### src/rtl/imuldiv_muldiv_arbiter_pkg.sv
// Shared definitions for the two-port mul/div arbiter: requester ids, function
// encodings of the shared iterative unit and result-width helpers.
package imuldiv_muldiv_arbiter_pkg;

   localparam int unsigned REQ_ID_W = 1;
   typedef logic [REQ_ID_W-1:0] req_id_t;

   localparam req_id_t REQ0 = 1'b0;
   localparam req_id_t REQ1 = 1'b1;

   localparam int unsigned FN_W       = 3;
   localparam int unsigned NBITS_DFLT = 32;

   typedef enum logic [FN_W-1:0] {
      FN_MUL  = 3'd0,
      FN_DIV  = 3'd1,
      FN_DIVU = 3'd2,
      FN_REM  = 3'd3,
      FN_REMU = 3'd4
   } muldiv_fn_e;

   function automatic int unsigned result_width(input int unsigned nbits);
      return 2 * nbits;
   endfunction

   function automatic req_id_t other_req(input req_id_t id);
      return ~id;
   endfunction

endpackage

### src/rtl/imuldiv_muldiv_tag_fifo.sv
// In-order tag FIFO: remembers which requester issued each in-flight operation.
// Pointers carry an extra wrap bit so full and empty are distinguishable.
module imuldiv_muldiv_tag_fifo
   import imuldiv_muldiv_arbiter_pkg::*;
#(
   parameter  int unsigned p_depth = 4,
   localparam int unsigned AW      = $clog2(p_depth),
   localparam int unsigned CW      = AW + 1
)(
   input  logic          clk,
   input  logic          reset,
   input  logic          push_i,
   input  req_id_t       tag_i,
   input  logic          pop_i,
   output logic          full_o,
   output logic          empty_o,
   output logic [CW-1:0] count_o,
   output req_id_t       head_o
);

   localparam logic [AW:0] PTR_INC = {{AW{1'b0}}, 1'b1};

   logic [AW:0]                      wr_ptr_q, wr_ptr_d;
   logic [AW:0]                      rd_ptr_q, rd_ptr_d;
   logic [p_depth-1:0][REQ_ID_W-1:0] mem_q, mem_d;
   logic                             push_ok_s, pop_ok_s;

   // status flags and head tag
   always_comb begin
      full_o  = (wr_ptr_q[AW-1:0] == rd_ptr_q[AW-1:0]) && (wr_ptr_q[AW] != rd_ptr_q[AW]);
      empty_o = (wr_ptr_q == rd_ptr_q);
      count_o = wr_ptr_q - rd_ptr_q;
      head_o  = mem_q[rd_ptr_q[AW-1:0]];
   end

   // next-state pointers and storage; overflow/underflow requests are ignored
   always_comb begin
      push_ok_s = push_i && !full_o;
      pop_ok_s  = pop_i && !empty_o;
      mem_d     = mem_q;
      if (push_ok_s) begin
         wr_ptr_d                   = wr_ptr_q + PTR_INC;
         mem_d[wr_ptr_q[AW-1:0]]    = tag_i;
      end else begin
         wr_ptr_d = wr_ptr_q;
      end
      if (pop_ok_s) begin
         rd_ptr_d = rd_ptr_q + PTR_INC;
      end else begin
         rd_ptr_d = rd_ptr_q;
      end
   end

   // state registers
   always_ff @(posedge clk) begin
      if (!reset) begin
         wr_ptr_q <= '0;
         rd_ptr_q <= '0;
         mem_q    <= '0;
      end else begin
         wr_ptr_q <= wr_ptr_d;
         rd_ptr_q <= rd_ptr_d;
         mem_q    <= mem_d;
      end
   end

endmodule

### src/rtl/imuldiv_muldiv_arbiter.sv
// Shares one iterative mul/div unit between two requesters: round-robin request
// arbitration, responses routed back in issue order via the tag FIFO.
module imuldiv_muldiv_arbiter
   import imuldiv_muldiv_arbiter_pkg::*;
#(
   parameter  int unsigned p_depth = 4,
   parameter  int unsigned p_nbits = NBITS_DFLT,
   localparam int unsigned CW      = $clog2(p_depth) + 1,
   localparam int unsigned RW      = 2 * p_nbits
)(
   input  logic               clk,
   input  logic               reset,

   input  logic [FN_W-1:0]    req0_msg_fn,
   input  logic [p_nbits-1:0] req0_msg_a,
   input  logic [p_nbits-1:0] req0_msg_b,
   input  logic               req0_val,
   output logic               req0_rdy,

   input  logic [FN_W-1:0]    req1_msg_fn,
   input  logic [p_nbits-1:0] req1_msg_a,
   input  logic [p_nbits-1:0] req1_msg_b,
   input  logic               req1_val,
   output logic               req1_rdy,

   output logic [RW-1:0]      resp0_msg_result,
   output logic               resp0_val,
   input  logic               resp0_rdy,

   output logic [RW-1:0]      resp1_msg_result,
   output logic               resp1_val,
   input  logic               resp1_rdy,

   output logic [FN_W-1:0]    muldivreq_msg_fn,
   output logic [p_nbits-1:0] muldivreq_msg_a,
   output logic [p_nbits-1:0] muldivreq_msg_b,
   output logic               muldivreq_val,
   input  logic               muldivreq_rdy,

   input  logic [RW-1:0]      muldivresp_msg_result,
   input  logic               muldivresp_val,
   output logic               muldivresp_rdy,

   output logic [CW-1:0]      inflight_count,
   output logic               err_orphan
);

   req_id_t prio_q, prio_d;
   logic    err_orphan_q, err_orphan_d;
   req_id_t grant_s;
   logic    any_val_s, accept_s;
   logic    push_s, pop_s;
   logic    full_s, empty_s;
   req_id_t head_s;
   logic    resp_live_s, head_rdy_s;

   imuldiv_muldiv_tag_fifo #(
      .p_depth (p_depth)
   ) u_tag_fifo (
      .clk     (clk),
      .reset   (reset),
      .push_i  (push_s),
      .tag_i   (grant_s),
      .pop_i   (pop_s),
      .full_o  (full_s),
      .empty_o (empty_s),
      .count_o (inflight_count),
      .head_o  (head_s)
   );

   // grant: the lone valid requester, or the favoured one under contention
   always_comb begin
      grant_s = REQ0;
      if (req0_val && req1_val) begin
         grant_s = prio_q;
      end else if (req1_val) begin
         grant_s = REQ1;
      end else begin
         grant_s = REQ0;
      end
   end

   // request path; with nobody requesting both ports simply mirror unit readiness
   always_comb begin
      any_val_s     = req0_val || req1_val;
      accept_s      = muldivreq_rdy && !full_s;
      muldivreq_val = any_val_s && !full_s;
      req0_rdy      = accept_s && !(any_val_s && (grant_s == REQ1));
      req1_rdy      = accept_s && !(any_val_s && (grant_s == REQ0));
      if (grant_s == REQ1) begin
         muldivreq_msg_fn = req1_msg_fn;
         muldivreq_msg_a  = req1_msg_a;
         muldivreq_msg_b  = req1_msg_b;
      end else begin
         muldivreq_msg_fn = req0_msg_fn;
         muldivreq_msg_a  = req0_msg_a;
         muldivreq_msg_b  = req0_msg_b;
      end
      push_s = muldivreq_val && muldivreq_rdy;
   end

   // response demux steered by the oldest outstanding tag
   always_comb begin
      resp_live_s      = muldivresp_val && !empty_s;
      resp0_val        = resp_live_s && (head_s == REQ0);
      resp1_val        = resp_live_s && (head_s == REQ1);
      resp0_msg_result = muldivresp_msg_result;
      resp1_msg_result = muldivresp_msg_result;
      if (head_s == REQ1) begin
         head_rdy_s = resp1_rdy;
      end else begin
         head_rdy_s = resp0_rdy;
      end
      muldivresp_rdy = !empty_s && head_rdy_s;
      pop_s          = muldivresp_val && muldivresp_rdy;
   end

   // round-robin pointer hands priority to the other side after each issue
   always_comb begin
      if (push_s) begin
         prio_d = other_req(grant_s);
      end else begin
         prio_d = prio_q;
      end
      err_orphan_d = err_orphan_q || (muldivresp_val && empty_s);
      err_orphan   = err_orphan_q;
   end

   // state registers
   always_ff @(posedge clk) begin
      if (!reset) begin
         prio_q       <= REQ0;
         err_orphan_q <= 1'b0;
      end else begin
         prio_q       <= prio_d;
         err_orphan_q <= err_orphan_d;
      end
   end

endmodule

### config.mk
export PLATFORM = sky130hd
export DESIGN_NAME = imuldiv_muldiv_arbiter
export DESIGN_NICKNAME = d
export VERILOG_FILES = /design/src/rtl/imuldiv_muldiv_arbiter_pkg.sv /design/src/rtl/imuldiv_muldiv_tag_fifo.sv /design/src/rtl/imuldiv_muldiv_arbiter.sv
export SDC_FILE = /design/constraint.sdc
export NUM_CORES = 1
export LEC_CHECK = 0
export CAP_MARGIN = 5
export CORE_AREA = 2 2 159 161
export CTS_BUF_LIST = sky130_fd_sc_hd__clkbuf_4 sky130_fd_sc_hd__clkbuf_8 sky130_fd_sc_hd__clkbuf_16
export CTS_CLUSTER_DIAMETER = 80
export DETAILED_ROUTE_END_ITERATION = 10
export DIE_AREA = 0 0 161 163
export PLACE_DENSITY = 0.54
export SLEW_MARGIN = 30
export SYNTH_ARGS = -nofsm -noshare
export SYNTH_HDL_FRONTEND = slang
export SYNTH_SLANG_ARGS = --single-unit
export TNS_END_PERCENT = 50
### constraint.sdc
create_clock -name clk -period 2.2 [get_ports clk]
set_input_delay 0.44 -clock clk [delete_from_list [all_inputs] [get_ports clk]]
set_output_delay 0.44 -clock clk [all_outputs]
set_load 0.005 [all_outputs]
Yosys cells after proc, flatten, opt, wreduce, memory -nomap -nowiden
Cells that the tools add are included.
- multiplexer cells: 11
- $add $sub $neg: 3
- reduce and logical (&&, ||, !) cells: 24
- equality and inequality tests: 3
- bitwise logic cells: 2
- $lt $le $gt $ge: 3
- operators by type and width (cell ; count):
    2-to-1 mux 32 bit ; 2
    logical AND 1 bit ; 18
    adder 3 x 1 -> 3 bit, second input constant ; 2
    < comparator 2 x 3 -> 1 bit, second input constant ; 2
    2-to-1 mux 1 bit ; 5
    bitwise mux 4 bit ; 1
    logical NOT 1 bit ; 4
    == test 3 bit ; 1
    2-to-1 mux 3 bit ; 1
    subtractor 3 bit ; 1
    binary-select mux 1 bit (select 2 bit) ; 1
    demux 1 bit (select 2 bit) ; 1
    == test 2 bit ; 1
    >= comparator 2 x 1 -> 1 bit, second input constant ; 1
    logical OR 1 bit ; 2
    NOT 1 bit ; 2
    != test 1 bit ; 1
- input bits: 206
- bits in registers: 12
- word-level logic and storage cells: 54

Longest topological paths before layout
Gate-level depths: netlist of the first run.
- word-level depth: 6
- gate-level depth with buffers: 6
- gate-level depth less buffers: 6

By module
Synthesis of the first run repeated with hierarchy kept, for this count alone.
- cell total of the unflattened synthesis: 300
- area total of the unflattened synthesis: 2592.5 um^2
- by module, submodules not included (module ; area an instance (um^2) ; instances ; cells an instance):
    imuldiv_muldiv_arbiter ; 1939.4 ; 1 ; 227
    imuldiv_muldiv_tag_fifo ; 653.1 ; 1 ; 73

Least setup slack after synthesis of the first run
OpenSTA, ideal clock, no wires.
- kind: input -> output
- start: in req0_val
- end: out muldivreq_msg_b[23]
- required time: 1760 ps
- arrival time: 1524 ps
- buffers on the path: 2
- path slack: 236 ps
- stages: 5
- cells stage by stage: inv_1 -> o21ai_1 -> buf_2 -> buf_2 -> mux2_2
- word-level cells in the longest chain between the ends: 3
- ends and longest elaborated chain (item ; line ; RTL):
    start, declared ; imuldiv_muldiv_arbiter.sv:17 ; input logic req0_val,
    logical AND 1 bit ; imuldiv_muldiv_arbiter.sv:74 ; if (req0_val && req1_val) begin
    2-to-1 mux 1 bit ; imuldiv_muldiv_arbiter.sv:74 ;
    2-to-1 mux 32 bit ; imuldiv_muldiv_arbiter.sv:90 ; if (grant_s == REQ1) begin
    end, declared ; imuldiv_muldiv_arbiter.sv:36 ; output logic [p_nbits-1:0] muldivreq_msg_b,
Every way passes these cells.

Final worst setup path of the first run
- start: in req0_val
- end: out muldivreq_msg_b[11]
Same word-level chain as after synthesis.

==> flow_summary.rst, run 1 <==
.. list-table::
   :header-rows: 1

   * - Metric
     - Value
   * - Io pins
     - 411
   * - Pin count of the biggest net entering global routing
     - 10
   * - Final routed DRC violation total
     - 0
   * - CTS HTree Levels
     - 1
   * - Number of placement rows
     - 58
   * - Required arrival time at the worst endpoint
     - 1.76 ns
   * - Final worst clock skew
     - 0.000840 ns
   * - Part of the power in combinational logic
     - 60.5%
   * - Class of the most critical hold timing path
     - reg2reg
   * - Start of the worst register-to-register path
     - u_tag_fifo.rd_ptr_q[0]
   * - Worst Hold Path Cells
     - 2
   * - Number of CTS-inserted buffers
     - 3
   * - Worst-margin pin slew
     - 0.377 ns
   * - Period utilization
     - 102%
   * - Filler cell count in the final layout
     - 2792
   * - Share of final-layout standard cells stronger than drive strength 1
     - 39.8%
   * - Clock edge transition at the registers on the reported setup and hold paths
     - 0.04 ns
   * - Mean post-synth cell area
     - 8.80 sq um
   * - Beginning of the worst hold path
     - u_tag_fifo.mem_q[0]
   * - Total power of the final layout
     - 1540 uW
   * - Area share of and/or/nand/nor cells after synthesis
     - 5.34%
   * - Largest fanout of any net on the critical path
     - 5
   * - Net Count, Synth
     - 496
   * - Total gr overflow
     - 0
   * - F_max
     - 445 MHz
   * - Post-CTS Hold Fix Bufs
     - 0
   * - Kind of capture point of the worst setup path
     - output port
   * - Register-to-register setup slack
     - 0.41 ns
   * - Most used flip-flop cell after synthesis
     - dfxtp_1
   * - Die Outline Area
     - 26200 sq um
   * - Sequential share of the synthesized area
     - 9.68%
   * - Final Worst Setup Slack
     - -0.0465 ns
   * - Number of distinct library cell variants in the gate-level netlist after synthesis
     - 29
   * - Starting density of the core
     - 10.1%
   * - Vias per cell
     - 3.06
   * - Antenna violations before repair
     - 0
   * - Max Cap Violations
     - 0
   * - Switching fraction of total power
     - 25.3%
   * - TritonCTS clock tree
     - done
   * - Share of cell area taken by muxes after synthesis
     - 34.7%
   * - Psw
     - 390 uW
   * - Violations in the final reports
     - setup timing
   * - Power per cell area
     - 320 nW/um^2
   * - First-iteration detailed-routing DRC count
     - 15
   * - Final setup violation count
     - 11
   * - Final wirelength
     - 11300 microns
   * - First-pass detailed-route iteration total
     - 4
   * - Post-route minimum period
     - 2.25 ns
   * - Number of failing hold endpoints at the final stage
     - 0
   * - Layout Cell Area excl Fill
     - 4810 sq um
   * - Width of the die
     - 161 microns
   * - Overall fraction of global-route tracks in use
     - 7.93%
   * - Max IR drop VDD
     - 0.000225 V
   * - Cell Area, Placed
     - 4340 sq um
   * - Clock sink count
     - 12
   * - RSZ-0062 raised after global routing
     - yes
   * - Largest family of logic cells by synthesized area
     - buffers and inverters
   * - Lkg Pwr
     - 0.00226 uW
   * - FFs w/ async S/R, synth
     - 0%
   * - Flip-flop and latch count after synthesis
     - 12
   * - Count of buffers inserted at the top-level ports
     - 218
   * - Reg power frac
     - 15.6%
   * - Antenna diode instance count
     - 0
   * - Antenna viol nets, final
     - 0
   * - HPWL reported at the end of detailed placement
     - 9370 microns
   * - Setup TNS
     - -0.241 ns
   * - Area Overhead vs Synth
     - 93.6%
   * - Critical path class
     - in2out
   * - Number of cells on the worst reg-to-reg path
     - 5
   * - Relative slew slack
     - 74.7%
   * - Status
     - finished, violations left
   * - Kind of launch point of the worst setup path
     - input port
   * - Clock insertion delay at the later pin of the skew report
     - 0.24 ns
   * - Final Slew Violations
     - 0
   * - Synthesized-area fraction occupied by xor and xnor cells
     - 1.76%
   * - Count of flip-flops with a built-in enable after synthesis
     - 0
   * - Complex-gate fraction of the synthesized area
     - 3.02%
   * - Post-Synth Adder-Cell Area
     - 4.33%
   * - Syn. warnings
     - 0
   * - Final Wtd Congestion
     - 0.672
   * - Fin nets
     - 630
   * - Via count
     - 2280
   * - Area of the mapped netlist
     - 2480 sq um
   * - Clock Tree Buf Depth
     - 2
   * - Area of the core
     - 24700 sq um
   * - First-pass GRT wire length
     - 15400 microns
   * - Root Buffer
     - clkbuf_16
   * - Internal power
     - 1150 uW
   * - Worst Hold Endpoint
     - u_tag_fifo.mem_q[0]
   * - Vias in the first global route
     - 2491
   * - Height of the chip
     - 163 microns
   * - Final routed wire length divided by cell count
     - 15.1 microns
   * - Clock network power share
     - 23.9%
   * - Worst EP arrival
     - 1.81 ns
   * - Reg-to-Reg End
     - u_tag_fifo.rd_ptr_q[2]
   * - Synthesized netlist cell count
     - 282
-- logic make-up (layout without fill, tap and decap cells) --
family                   after synthesis  count (layout)
AND/OR/NAND/NOR                       28              28
adder cells (fa/ha/maj)                8               8
AO/OA/AOI/OAI                         11              11
XOR/XNOR                               5               5
buffers and inverters                142             275
multiplexers                          76              76
flip-flops                            12              12
-- registers in the layout (all words and copies together) (netlist names) --
| name | count |
|---|---|
| u_tag_fifo.mem_q | 4 |
| u_tag_fifo.wr_ptr_q | 3 |
| err_orphan | 1 |
| u_tag_fifo.rd_ptr_q | 3 |
| prio_q | 1 |
-- Yosys cell counts (all sizes together), types with 2 or more instances --
library cell / count / area, sq um
a21oi: 2 / 10.0
and2: 2 / 12.5
buf: 135 / 996
dfxtp: 12 / 240
ha: 7 / 87.6
inv: 6 / 22.5
mux2: 67 / 754
mux2i: 8 / 83.8
nand2: 12 / 45.0
nand2b: 2 / 12.5
nor2: 5 / 18.8
nor2b: 4 / 25.0
o21ai: 4 / 20.0
xnor2: 4 / 35.0
-- per-stage QoR --
step | hold slack (ns) | util [%] | setup slack, ns | cells
2_1_floorplan | 0.435 | - | 0.236 | 282
3_3_place_gp | 0.451 | 17.6 | -0.603 | 723
3_5_place_dp | 0.452 | 17.6 | -0.590 | 723
4_1_cts | 0.463 | 19.0 | -0.331 | 743
5_1_grt | 0.481 | 19.5 | -0.129 | 745
6_report | 0.457 | 19.5 | -0.0465 | 745
-- metal layers --
metal	global-route usage [%]	vias to the layer above	wire length, microns	share of wire, %
met5	0	-	0	0
li1	-	1075	-	-
met2	13.2	205	5360	48
met1	9.54	989	4470	40
met3	3.85	11	1380	12
met4	0.974	0	50	0.44
-- worst max-delay path by stage --
stage / from / endpoint / slack, ns
global route: prio_q / muldivreq_msg_a[29] / -0.13
global placement: req0_val / muldivreq_msg_a[19] / -0.60
CTS: prio_q / muldivreq_msg_b[23] / -0.33
floorplan: req0_val / muldivreq_msg_b[23] / 0.24
detailed placement: req0_val / muldivreq_msg_a[29] / -0.59
finish: req0_val / muldivreq_msg_b[11] / -0.05
-- power by group through the flow --
stage	sequential [uW]	combinational (uW)	clock, uW
after floorplan	242	437	0
after global placement	243	885	0
after detailed placement	243	877	0
after CTS	240	943	377
after global routing	242	1000	391
final	240	930	368
-- cell type report --
cell class | instances | area [sq um] | area share, %
flip-flops and latches | 12 | 246 | 5.13
inverters | 6 | 22.5 | 0.469
multi-input cells | 128 | 1330 | 27.6
repair buffers | 265 | 2710 | 56.4
well taps | 330 | 413 | 8.59
clock buffers | 4 | 88.8 | 1.85
-- worst max-delay path, stage by stage --
cell,delay [ns]
buf_6,0.07
inv_2,0.04
o21ai_4,0.23
buf_6,0.14
buf_12,0.13
buf_12,0.12
buf_8,0.10
buf_6,0.10
mux2_4,0.31
buf_6,0.12
-- repair_timing --
| action | 4_1_cts | 5_1_grt |
|---|---|---|
| resized for setup | 129 | 83 |
| buffers inserted | 13 | 2 |
| pin swaps | 0 | 2 |
| endpoints found under the setup margin | 75 | 59 |
| gates cloned | 3 | 0 |
-- cells in the final DEF (no fill, tap or decap), drive strengths merged --
| master | netlist | final |
|---|---|---|
| clkdlybuf4s50 | 0 | 141 |
| o211a | 1 | 1 |
| dlymetal6s2s | 0 | 37 |
| xor2 | 1 | 1 |
| nor3b | 1 | 1 |
| nor2b | 4 | 4 |
| nand2b | 2 | 2 |
| inv | 6 | 6 |
| clkbuf | 1 | 21 |
| a21oi | 2 | 2 |
| dlygate4sd2 | 0 | 9 |
| dfxtp | 12 | 12 |
| buf | 135 | 61 |
| mux4 | 1 | 1 |
| o211ai | 1 | 1 |
| or2 | 1 | 1 |
| nor2 | 5 | 5 |
| ha | 7 | 7 |
| nand2 | 12 | 12 |
| nand3 | 1 | 1 |
| o2111ai | 1 | 1 |
| o21ai | 4 | 4 |
| mux2i | 8 | 8 |
| and2 | 2 | 2 |
| mux2 | 67 | 67 |
| o21a | 1 | 1 |
| fa | 1 | 1 |
| xnor2 | 4 | 4 |
| o221a | 1 | 1 |
(Power assumes the default switching activity.)
==> inputs of run 2 (changes only) <==
CAP_MARGIN = unset   (was 5)
==> results of run 2 <==
Final layout, timing and power as in run 1 (identical DEF).
